===== config.mk =====
export PLATFORM = sky130hd
export DESIGN_NAME = canonical_huffman_decoder
export DESIGN_NICKNAME = d
export VERILOG_FILES = /design/src/rtl/canonical_huffman_decoder.sv
export SDC_FILE = /design/constraint.sdc
export NUM_CORES = 1
export LEC_CHECK = 0
export CAP_MARGIN = 20
export CORE_MARGIN = 2
export CORE_UTILIZATION = 30
export CTS_CLUSTER_SIZE = 8
export DETAILED_ROUTE_END_ITERATION = 8
export GPL_ROUTABILITY_DRIVEN = 0
export GPL_TIMING_DRIVEN = 0
export PLACE_DENSITY_LB_ADDON = 0.15
export SLEW_MARGIN = 20
export SYNTH_ARGS = -nofsm -noshare
export SYNTH_HDL_FRONTEND = slang
export SYNTH_SLANG_ARGS = --single-unit

===== constraint.sdc =====
create_clock -name clk -period 7.2 [get_ports clk]
set_input_delay 2.16 -clock clk [delete_from_list [all_inputs] [get_ports clk]]
set_output_delay 2.16 -clock clk [all_outputs]
set_load 0.02 [all_outputs]

===== src/rtl/canonical_huffman_decoder.sv =====
// Canonical Huffman decoder: loads a code-size list and a matching sorted symbol
// list, rebuilds the per-length code counts, then decodes an MSB-first bitstream
// into symbol IDs over valid/ready handshakes on both sides.
//
// state   | meaning
// --------+------------------------------------------------------------
// IDLE    | nothing loaded, all outputs low
// BUILD   | walking the captured table, one entry per cycle
// DECODE  | accepting code bits, extending the partial code
// EMIT    | presenting a decoded symbol until downstream takes it
// ERROR   | bad table or undecodable code; sticky until load/reset
module canonical_huffman_decoder #(
  parameter int SYMBOLS         = 16,
  parameter int CODE_SIZE_WIDTH = 5,
  parameter int SYMBOL_ID_WIDTH = 5,
  parameter int MAX_CODE_LEN    = 15
) (
  input  logic                                 clk,
  input  logic                                 reset_n,
  input  logic                                 load,
  input  logic [SYMBOLS*CODE_SIZE_WIDTH-1:0]   code_size_array,
  input  logic [SYMBOLS*SYMBOL_ID_WIDTH-1:0]   sorted_symbols,
  input  logic                                 bit_in,
  input  logic                                 bit_valid,
  output logic                                 bit_ready,
  output logic [SYMBOL_ID_WIDTH-1:0]           sym_out,
  output logic                                 sym_valid,
  input  logic                                 sym_ready,
  output logic                                 table_ready,
  output logic                                 err
);

  // code/first carry one bit of headroom over the longest code
  localparam int CW   = MAX_CODE_LEN + 1;
  localparam int EW   = $clog2(SYMBOLS);
  localparam int CNTW = $clog2(SYMBOLS + 1);
  localparam int LW   = $clog2(MAX_CODE_LEN + 1);

  localparam logic [EW-1:0]              LAST_K   = EW'(SYMBOLS - 1);
  localparam logic [CNTW-1:0]            ALL_ZERO = CNTW'(SYMBOLS);
  localparam logic [LW-1:0]              MAX_LEN  = LW'(MAX_CODE_LEN);
  localparam logic [CODE_SIZE_WIDTH-1:0] MAX_SIZE = CODE_SIZE_WIDTH'(MAX_CODE_LEN);

  typedef enum logic [2:0] {
    S_IDLE,
    S_BUILD,
    S_DECODE,
    S_EMIT,
    S_ERROR
  } state_t;

  state_t state_q, state_d;

  logic [CODE_SIZE_WIDTH-1:0] size_q    [SYMBOLS];
  logic [SYMBOL_ID_WIDTH-1:0] sym_tab_q [SYMBOLS];
  logic [CNTW-1:0]            count_q   [MAX_CODE_LEN+1];
  logic [CNTW-1:0]            zero_cnt_q;
  logic [EW-1:0]              build_k_q;
  logic                       build_err_q;

  logic [CW-2:0]              code_q;
  logic [CW-1:0]              first_q;
  logic [CNTW-1:0]            index_q;
  logic [LW-1:0]              len_q;
  logic [SYMBOL_ID_WIDTH-1:0] sym_reg_q;

  logic [CODE_SIZE_WIDTH-1:0] cur_size;
  logic                       size_zero;
  logic                       size_bad;
  logic [CNTW-1:0]            zero_cnt_inc;
  logic                       build_last;
  logic                       bit_accept;
  logic [CW-1:0]              code_ext;
  logic [CNTW-1:0]            count_len;
  logic [CW-1:0]              diff;
  logic                       hit;
  logic [EW-1:0]              entry_idx;
  logic                       decode_init;

  // Build-walk and decode-step arithmetic shared by the FSM and the datapath
  always_comb begin
    cur_size     = size_q[build_k_q];
    size_zero    = (cur_size == '0);
    size_bad     = (cur_size > MAX_SIZE);
    zero_cnt_inc = zero_cnt_q + CNTW'(size_zero);
    build_last   = (build_k_q == LAST_K);
    bit_accept   = bit_valid && (state_q == S_DECODE) && !load;
    code_ext     = {code_q, bit_in};
    count_len    = count_q[len_q];
    // code_ext never falls below first for a canonical prefix, so no wrap
    diff         = code_ext - first_q;
    hit          = (diff < CW'(count_len));
    entry_idx    = EW'(index_q + diff[CNTW-1:0]);
  end

  // State register
  always_ff @(posedge clk or negedge reset_n) begin
    if (!reset_n) state_q <= S_IDLE;
    else          state_q <= state_d;
  end

  // Next-state and Moore outputs
  always_comb begin
    state_d     = state_q;
    bit_ready   = 1'b0;
    sym_valid   = 1'b0;
    sym_out     = '0;
    table_ready = 1'b0;
    err         = 1'b0;

    unique case (state_q)
      S_IDLE: ;
      S_BUILD: begin
        if (build_last) begin
          if (build_err_q || size_bad || (zero_cnt_inc == ALL_ZERO)) state_d = S_ERROR;
          else                                                        state_d = S_DECODE;
        end
      end
      S_DECODE: begin
        bit_ready   = 1'b1;
        table_ready = 1'b1;
        if (bit_accept) begin
          if (hit)                    state_d = S_EMIT;
          else if (len_q == MAX_LEN)  state_d = S_ERROR;
        end
      end
      S_EMIT: begin
        sym_valid   = 1'b1;
        sym_out     = sym_reg_q;
        table_ready = 1'b1;
        if (sym_ready) state_d = S_DECODE;
      end
      S_ERROR: begin
        err = 1'b1;
      end
      default: state_d = S_IDLE;
    endcase

    // load overrides everything, including a bit offered in the same cycle
    if (load) state_d = S_BUILD;
  end

  assign decode_init = (state_d == S_DECODE) && (state_q != S_DECODE);

  // Table capture, length counting and the decode working registers
  always_ff @(posedge clk or negedge reset_n) begin
    if (!reset_n) begin
      for (int i = 0; i < SYMBOLS; i++) begin
        size_q[i]    <= '0;
        sym_tab_q[i] <= '0;
      end
      for (int l = 0; l <= MAX_CODE_LEN; l++) count_q[l] <= '0;
      zero_cnt_q  <= '0;
      build_k_q   <= '0;
      build_err_q <= 1'b0;
      code_q      <= '0;
      first_q     <= '0;
      index_q     <= '0;
      len_q       <= '0;
      sym_reg_q   <= '0;
    end else if (load) begin
      for (int i = 0; i < SYMBOLS; i++) begin
        size_q[i]    <= code_size_array[SYMBOLS*CODE_SIZE_WIDTH-1-i*CODE_SIZE_WIDTH -: CODE_SIZE_WIDTH];
        sym_tab_q[i] <= sorted_symbols[SYMBOLS*SYMBOL_ID_WIDTH-1-i*SYMBOL_ID_WIDTH -: SYMBOL_ID_WIDTH];
      end
      for (int l = 0; l <= MAX_CODE_LEN; l++) count_q[l] <= '0;
      zero_cnt_q  <= '0;
      build_k_q   <= '0;
      build_err_q <= 1'b0;
      code_q      <= '0;
      first_q     <= '0;
      index_q     <= '0;
      len_q       <= '0;
      sym_reg_q   <= '0;
    end else begin
      if (state_q == S_BUILD) begin
        if (size_zero)     zero_cnt_q  <= zero_cnt_inc;
        else if (size_bad) build_err_q <= 1'b1;
        else               count_q[cur_size[LW-1:0]] <= count_q[cur_size[LW-1:0]] + CNTW'(1);
        build_k_q <= build_k_q + EW'(1);
      end

      if (decode_init) begin
        code_q  <= '0;
        first_q <= '0;
        // the final build cycle may still be bumping zero_cnt
        index_q <= (state_q == S_BUILD) ? zero_cnt_inc : zero_cnt_q;
        len_q   <= LW'(1);
      end else if (bit_accept) begin
        if (hit) begin
          sym_reg_q <= sym_tab_q[entry_idx];
        end else begin
          index_q <= index_q + count_len;
          first_q <= (first_q + CW'(count_len)) << 1;
          code_q  <= code_ext[CW-2:0];
          len_q   <= len_q + LW'(1);
        end
      end
    end
  end

endmodule


==> metrics.yaml, run 1 <==
status:
  outcome: "finished clean"
global_routing:
  grtUsageTotal_pct: 17.1
  met3_usage_pct: 4.44
  grt_pass1_wl_mm: 71.7
  gr-total-overflow: 0
  first_global_vias: 12002
  busiest_layer: "met2"
  grt_max_degree: 91
  grt_use_met2_pct: 26.6
  antenna_found_initial: 3
  met1_usage_pct: 23.4
placed_design:
  portBuffers: 173
  placedCellCount: 2198
  dpl_worst_slack_ps: 769
  place_hpwl_mm: 33.3
yosys:
  synth_common_cells: "dfrtp_1, mux2_2, nor2_1, mux2i_1, nand2_1"
  yosysMostFrequentCell: "dfrtp_1"
  synth_top_cell_area_share_pct: 46.9
  synth_area_sq_um: 15800
  async_flop_share_pct: 100
  netlist_instances: 1334
  synth_largest_area_cell: "dfrtp_1"
  yosysSeqAreaShare_pct: 46.9
  synth_nets: 1537
  synth_edf_count: 0
  ys.flop_type: "dfrtp_1"
  ys_warn_count: 0
  ys_ff_latch: 296
  synth_area_leaders: "dfrtp_1, mux2_2, mux4_2, mux2i_1, nor2_1"
  yosys.cell_types.count: 67
  avgSynthCellArea_sq_um: 11.8
layout:
  seqCellArea_sq_um: 7410
  final_cells: 2247
  multi_input_area_sq_um: 7850
  area_delta_synth_final_pct: 24.2
  n_fill_cell: 5035
  nets: 1758
  final_util_pct: 37.5
  drive_above_1_share_pct: 20.6
timing:
  tightest_slew_ps: 960
  slew_violations: 0
  finalCritPeriodShare_pct: 88.6
  final-setup-viol-count: 0
  period_needed_ps: 6380
  hold_ws_ps: 498
  fin_ws_ps: 820
  fmax_ghz: 0.157
  fin_skew_ps: 18.8
  finalHoldViolCount: 0
  relSlewSlack_pct: 34.3
  rsz0062_at_grt: "false"
flow_run:
  cap_viol_max_count: 0
die:
  dieArea_sq_um: 54400
  coreArea_sq_um: 52200
  die_w_um: 233
  die_h_um: 233
  start_util_pct: 30.2
  io_pins: 175
  fp-row-count: 84
pwr:
  max-vdd-ir-drop_uv: 155
  p_per_area_nw_per_um2: 229
  power.leakage_uw: 0.00824
  total_power_uw: 4490
route:
  avgViaCountPerCell: 5.06
  drt-wirelength-per-cell_um: 20.4
  vias: 11364
  detail-route-antenna-nets: 0
  drt-total-wl_mm: 45.9
  drcViolationCount: 0
  drt-pass1-iter-count: 5
  dr.first_iter.drc_count: 665
clock_tree:
  post_cts_buffers: 0
  clk_latency_ps: 560
  ctsHoldBuffers: 0
  cts_buffer_depth: 3
  cts_tree: "done"
  postCtsResizedCells: 0
  cts.clk_slew.worst_paths_ps: 50
  cts_sinks: 296
  clock_tree.root_cell: "clkbuf_16"
  cts_htree_levels: 2
  cts_buffers: 43
critical_path:
  cp_max_fo: 10
  startpoint_type: "flip-flop"
  worst_setup_path_end_kind: "flip-flop"
  critPathKind: "reg2reg"
  worstPathArrival_ps: 6790
  worstPathRequired_ps: 7610
min_path:
  hold_class: "reg2reg"
where the power goes:
group / internal (uW) / total (uW) / leakage [uW] / switching (uW)
clock: 1050 / 1790 / 0.000550 / 732
sequential: 1790 / 1860 / 0.00375 / 71.5
combinational: 373 / 837 / 0.00393 / 464
total: 3220 / 4490 / 0.00824 / 1270
metrics by stage:
stage | area (sq um) | TNS [ps]
6_report | 19600 | 0
5_1_grt | 19600 | 0
2_1_floorplan | 15800 | 0
3_3_place_gp | 18400 | -2910550
3_5_place_dp | 18500 | 0
4_1_cts | 19600 | 0
area by class of cell:
cell class | instances | share of cell area (%)
Inverter | 36 | 0.753
Antenna cell | 1 | 0.0128
Sequential cell | 296 | 37.8
Clock inverter | 3 | 0.211
Tap cell | 688 | 4.39
Multi-Input combinational cell | 920 | 40.1
Buffer | 82 | 1.95
Clock buffer | 45 | 5.53
Timing Repair Buffer | 176 | 9.28
cell families (layout without fill, tap and decap cells):
group | after synthesis | in the layout | synth area share [%]
AOI/OAI and AO/OA | 236 | 236 | 10.3
other | 0 | 1 | 0
DFF | 296 | 296 | 46.9
xor gates and xnor gates | 37 | 37 | 2.15
buffers and inverters | 118 | 342 | 3.35
and+or+nand+nor | 297 | 297 | 8.66
muxes | 313 | 313 | 25.5
adders and majority gates | 37 | 37 | 3.12
final timing paths:
path                                     from       endpoint  slack (ps)  cells after the start
worst max-delay path             build_k_q[1]     code_q[11]         820                     20
worst min-delay path            sym_tab_q[56]  sym_tab_q[56]         500                      1
worst max register to register   build_k_q[1]     code_q[11]         820                     20
worst min register to register  sym_tab_q[56]  sym_tab_q[56]         500                      1
max in group asynchronous             reset_n  sym_tab_q[42]        4430                      3
min in group asynchronous             reset_n     count_q[7]        1530                      1
state kept, by name (all words and copies together) (netlist names):
signal       cells
sym_reg_q        5
zero_cnt_q       5
index_q          4
sym_tab_q       80
code_q          15
state_q          3
len_q            4
build_err_q      1
size_q          80
build_k_q        4
first_q         15
count_q         80
per-layer routing:
metal,part of all wire [%],vias to the layer above
li1,-,5304
met5,0.089,-
met3,6.1,74
met1,46,5704
met4,2.6,6
met2,45,276
worst max-delay path: stages, from the launching register on:
cell and delay (ps):
dfrtp_1 340, clkbuf_1 440, buf_1 570, mux2i_1 270
nor2b_1 90, clkbuf_1 270, nor2_1 570, buf_2 380
nand2_1 150, nor3_1 240, ha_1 220, ha_1 240
nor2_1 70, nand2_1 70, nand2_1 50, a2111oi_0 860
a21oi_1 180, or3_1 410, nand2_1 250, clkbuf_1 440
nor2_1 110
placed cells by master (no fill, tap or decap), types with 5 or more instances in the layout:
cell type        instances
mux4_2                  54
xnor2_1                 20
mux2_2                 173
a211oi_1                50
clkbuf_1                58
a21oi_2                  9
nand3_1                 16
a31oi_1                  5
a21o_1                  12
o21a_1                   7
a21oi_1                 44
mux2i_1                 86
nor2b_1                 14
o21ai_0                 51
buf_6                    5
nor3_1                   9
inv_1                   35
dfrtp_1                296
buf_1                    8
nor3b_1                 10
buf_2                    9
xor2_1                  14
nor2_1                 133
nand2_1                 67
and3_1                  13
clkdlybuf4s50_1        172
a22o_1                   6
or2_2                    5
a311oi_1                 6
clkbuf_16               43
ha_1                    33
a22oi_1                  7
or3_1                    6
o211a_1                  5
and2_1                   5
Power figures use the tool's default switching activity.
==> run 2, diff against run 1 <==
Settings changed: CORE_MARGIN 2 to not set.
==> metrics.yaml, run 2 (synthesis results as in run 1) <==
status:
  outcome: "finished clean"
layout:
  final_util_pct: 38.0
  nets: 1758
  final_cells: 2240
  n_fill_cell: 5031
  area_delta_synth_final_pct: 24.3
  finish.instance_area_sq_um: 19600
  top_regs: "count_q: 80 flops, size_q: 80 flops, sym_tab_q: 80 flops"
  final_cell_mix: "dfrtp_1, mux2_2, clkdlybuf4s50_1"
  layout_commonest_cell: "dfrtp_1"
  drive_above_1_share_pct: 20.6
critical_path:
  crit_path_cell_trace: "clkbuf_1, buf_1, mux2i_1, nor2b_1, clkbuf_1, nor2_1, buf_2, nand2_1, nor3_1, ha_1, ha_1, nor2_1, nand2_1, nand2_1, a2111oi_0, a21oi_1, or3_1, nand2_1, clkbuf_1, nor2_1"
  cp_max_fo: 10
  startpoint_type: "flip-flop"
  r2r_cells: 20
  worst_setup_path_end_kind: "flip-flop"
  r2r-start: "build_k_q[1]"
  max_stage_delay_ps: 800
  r2r-end: "code_q[3]"
  r2r_slack_ps: 850
  worstPathRequired_ps: 7610
  worstPathArrival_ps: 6770
  crit_path_top_delay_cell: "a2111oi_0"
  critPathKind: "reg2reg"
  path_common_cell: "nand2_1"
clock_tree:
  cts_htree_levels: 2
  post_cts_buffers: 0
  cts_buffer_depth: 3
  cts_tree: "done"
  postCtsResizedCells: 0
  cts.clk_slew.worst_paths_ps: 50
  clk_latency_ps: 560
  cts_buffers: 43
  ctsHoldBuffers: 0
  clock_tree.root_cell: "clkbuf_16"
  cts_sinks: 296
placed_design:
  portBuffers: 173
  placedCellCount: 2190
  place_hpwl_mm: 33.1
  placed_cell_area_sq_um: 18500
route:
  dr.first_iter.drc_count: 604
  drt-total-wl_mm: 45.7
  drt-pass1-iter-count: 5
  drt-wirelength-per-cell_um: 20.4
  vias: 11276
  detail-route-antenna-nets: 0
  avgViaCountPerCell: 5.03
  drcViolationCount: 0
die:
  coreArea_sq_um: 51600
  die_w_um: 231
  start_util_pct: 30.6
  dieArea_sq_um: 53500
  fp-row-count: 83
  io_pins: 175
  die_h_um: 231
global_routing:
  gr-total-overflow: 0
  grtUsageTotal_pct: 17.4
  first_global_vias: 11901
  grt_max_degree: 92
  grt_pass1_wl_mm: 71.5
  antenna_found_initial: 0
flow_run:
  cap_viol_max_count: 0
timing:
  rsz0062_at_grt: "false"
  tightest_slew_ps: 1110
  relSlewSlack_pct: 25.7
  fmax_ghz: 0.157
  final-setup-viol-count: 0
  finalCritPeriodShare_pct: 88.2
  slew_violations: 0
  fin_skew_ps: 20.1
  finalHoldViolCount: 0
  period_needed_ps: 6350
min_path:
  whs_path_depth: 1
  holdCritStartpoint: "sym_reg_q[4]"
  min_to: "sym_reg_q[4]"
  hold_class: "reg2reg"
pwr:
  power.leakage_uw: 0.00825
  p_per_area_nw_per_um2: 231
  max-vdd-ir-drop_uv: 164
run 2: critical path: cells and delay by family (launching register included):
family          cells  cell delay, ps
flops               1             340
compound gates      2             980
mux                 1             270
simple gates       10            1990
buf+inv             5            2140
fa+ha+maj           2             460
run 2: area by class of cell:
class | count | area (sq um) | area share, %
multi-input cells | 920 | 7850 | 40.0
flip-flops and latches | 296 | 7410 | 37.8
repair buffers | 176 | 1820 | 9.27
clock buffers | 46 | 1100 | 5.59
well taps | 680 | 851 | 4.34
plain buffers | 82 | 380 | 1.94
inverters | 36 | 148 | 0.753
clock inverters | 3 | 62.6 | 0.319
diodes | 1 | 2.50 | 0.0128
run 2: stage by stage:
step	TNS (ps)	total power (uW)	hold slack, ps	setup slack [ps]
2_1_floorplan	0	2380	458	2640
3_3_place_gp	-2896360	2720	477	-9820
3_5_place_dp	0	2730	482	801
4_1_cts	0	4610	494	797
5_1_grt	0	4750	511	275
6_report	0	4540	494	847
run 2: metal layers:
| layer | global-route usage (%) | vias up | part of all wire [%] |
|---|---|---|---|
| met2 | 27.4 | 255 | 46 |
| met3 | 4.80 | 59 | 6.2 |
| li1 | - | 5301 | - |
| met4 | 4.39 | 0 | 1.9 |
| met5 | 0 | - | 0 |
| met1 | 23.5 | 5661 | 46 |
run 2: worst max-delay path by stage:
stage	from	endpoint	slack, ps	cells after the start
final	build_k_q[1]	code_q[3]	850	20
after global routing	len_q[0]	index_q[3]	270	19
after CTS	build_k_q[1]	code_q[12]	800	20
after detailed placement	build_k_q[1]	code_q[12]	800	20
after global placement	reset_n	sym_tab_q[51]	-9820	1
after floorplan	build_k_q[1]	first_q[10]	2640	20
run 2: power by group:
group          internal [uW]  switching, uW  total (uW)
clock network           1100            738        1840
logic                    373            467         841
registers               1790           70.9        1860
total                   3260           1280        4540
==> run 3, diff against run 2 <==
Settings changed: CORE_UTILIZATION 30 to 55, CTS_CLUSTER_DIAMETER set to 40.
==> metrics.yaml, run 3 (synthesis results as in run 1) <==
status:
  outcome: "finished clean"
timing:
  fmax_ghz: 0.161
  slew_violations: 0
  rsz0062_at_grt: "false"
  fin_skew_ps: 18.7
  period_needed_ps: 6210
  tightest_slew_ps: 1080
  finalHoldViolCount: 0
  fin_ws_ps: 986
  finalCritPeriodShare_pct: 86.3
  final-setup-viol-count: 0
  relSlewSlack_pct: 28.3
route:
  vias: 11706
  detail-route-antenna-nets: 0
  drt-wirelength-per-cell_um: 20.9
  drt-total-wl_mm: 40.9
  dr.first_iter.drc_count: 869
  drt-pass1-iter-count: 7
  avgViaCountPerCell: 5.98
  drcViolationCount: 0
die:
  dieArea_sq_um: 29400
  coreArea_sq_um: 28000
  fp-row-count: 61
  start_util_pct: 56.3
  die_h_um: 171
  die_w_um: 171
  io_pins: 175
placed_design:
  place_hpwl_mm: 29.3
  portBuffers: 173
  dpl_worst_slack_ps: 1120
critical_path:
  worst_setup_path_end_kind: "flip-flop"
  cp_max_fo: 10
  worstPathRequired_ps: 7600
  r2r-end: "code_q[1]"
  startpoint_type: "flip-flop"
  r2r-start: "build_k_q[1]"
  critPathKind: "reg2reg"
  r2r_cells: 20
  worstPathArrival_ps: 6620
  r2r_slack_ps: 990
global_routing:
  first_global_vias: 12140
  grt_pass1_wl_mm: 65.4
  grt_max_degree: 100
  gr-total-overflow: 0
  antenna_found_initial: 0
  grtUsageTotal_pct: 29.0
clock_tree:
  cts.clk_slew.worst_paths_ps: 50
  post_cts_buffers: 0
  clk_latency_ps: 550
  postCtsResizedCells: 0
  clock_tree.root_cell: "clkbuf_16"
  cts_sinks: 296
  ctsHoldBuffers: 0
  cts_htree_levels: 2
  cts_buffer_depth: 3
  cts_buffers: 48
  cts_tree: "done"
pwr:
  p_sw_uw: 1290
  p_per_area_nw_per_um2: 245
  power_frac_clock_pct: 43.7
  max-vdd-ir-drop_uv: 198
  power.leakage_uw: 0.00839
  p_comb_share_pct: 17.4
  pwr-share-seq_pct: 39.0
  p_sw_share_pct: 27.0
  cell_internal_pwr_uw: 3500
layout:
  layout_commonest_cell: "dfrtp_1"
  final_util_pct: 69.7
  multi_input_area_sq_um: 7850
  final_cell_mix: "dfrtp_1, mux2_2, clkdlybuf4s50_1"
  top_regs: "count_q: 80 flops, size_q: 80 flops, sym_tab_q: 80 flops"
  n_fill_cell: 2091
  nets: 1763
  seqCellArea_sq_um: 7410
  drive_above_1_share_pct: 21.4
  diodes: 0
  area_delta_synth_final_pct: 23.7
min_path:
  holdCritStartpoint: "sym_reg_q[4]"
  min_to: "sym_reg_q[4]"
  whs_path_depth: 1
  hold_class: "reg2reg"
flow_run:
  cap_viol_max_count: 0
[run 3: metal layers]
metal	share of wire, %	GRT usage, %	vias up	wire [um]
met1	42	38.5	5844	17100
met5	0	0	-	0
li1	-	-	5330	-
met4	3.1	9.98	0	1280
met2	47	46.6	435	19300
met3	7.9	7.16	97	3230
[run 3: worst max path at each step]
stage,endpoint,slack [ps],from
after floorplan,first_q[10],2640,build_k_q[1]
after global placement,sym_tab_q[50],-9020,reset_n
after detailed placement,first_q[3],1120,build_k_q[1]
after CTS,code_q[1],1060,build_k_q[1]
after global routing,len_q[1],530,build_k_q[1]
final,code_q[1],990,build_k_q[1]
[run 3: critical path, stage by stage, from the launching register on]
cell and delay (ps):
dfrtp_1 340, clkbuf_1 440, buf_1 580, mux4_2 430, mux4_2 530, buf_6 190
clkinv_8 90, buf_2 280, nand2_1 160, nor3_1 230, ha_1 220, ha_1 240
nor2_1 80, nand2_1 70, nand2_1 40, a2111oi_0 760, a21oi_1 180, or3_1 410
nand2_1 240, clkbuf_1 450, nor2_1 110
[run 3: cell type report]
cell class	instances	area share (%)
clock inverters	13	0.904
clock buffers	55	6.44
repair buffers	176	9.32
plain buffers	82	1.95
inverters	36	0.757
flip-flops and latches	296	38.0
well taps	378	2.42
multi-input cells	920	40.2
[run 3: power by group through the flow]
| stage | Combinational [uW] | Sequential [uW] | Clock (uW) |
|---|---|---|---|
| finish | 831 | 1870 | 2090 |
| global route | 887 | 1880 | 2200 |
| CTS | 823 | 1870 | 2120 |
| detailed placement | 816 | 1890 | 0 |
| global placement | 792 | 1890 | 0 |
| floorplan | 518 | 1860 | 0 |
[run 3: per-stage QoR]
step,total power [uW],instances,TNS (ps),hold WS (ps),cell area [sq um]
2_1_floorplan,2380,1334,0,458,15800
3_3_place_gp,2680,1885,-2659020,468,18000
3_5_place_dp,2700,1888,0,484,18100
4_1_cts,4810,1956,0,494,19500
5_1_grt,4970,1956,0,504,19500
6_report,4790,1956,0,490,19500
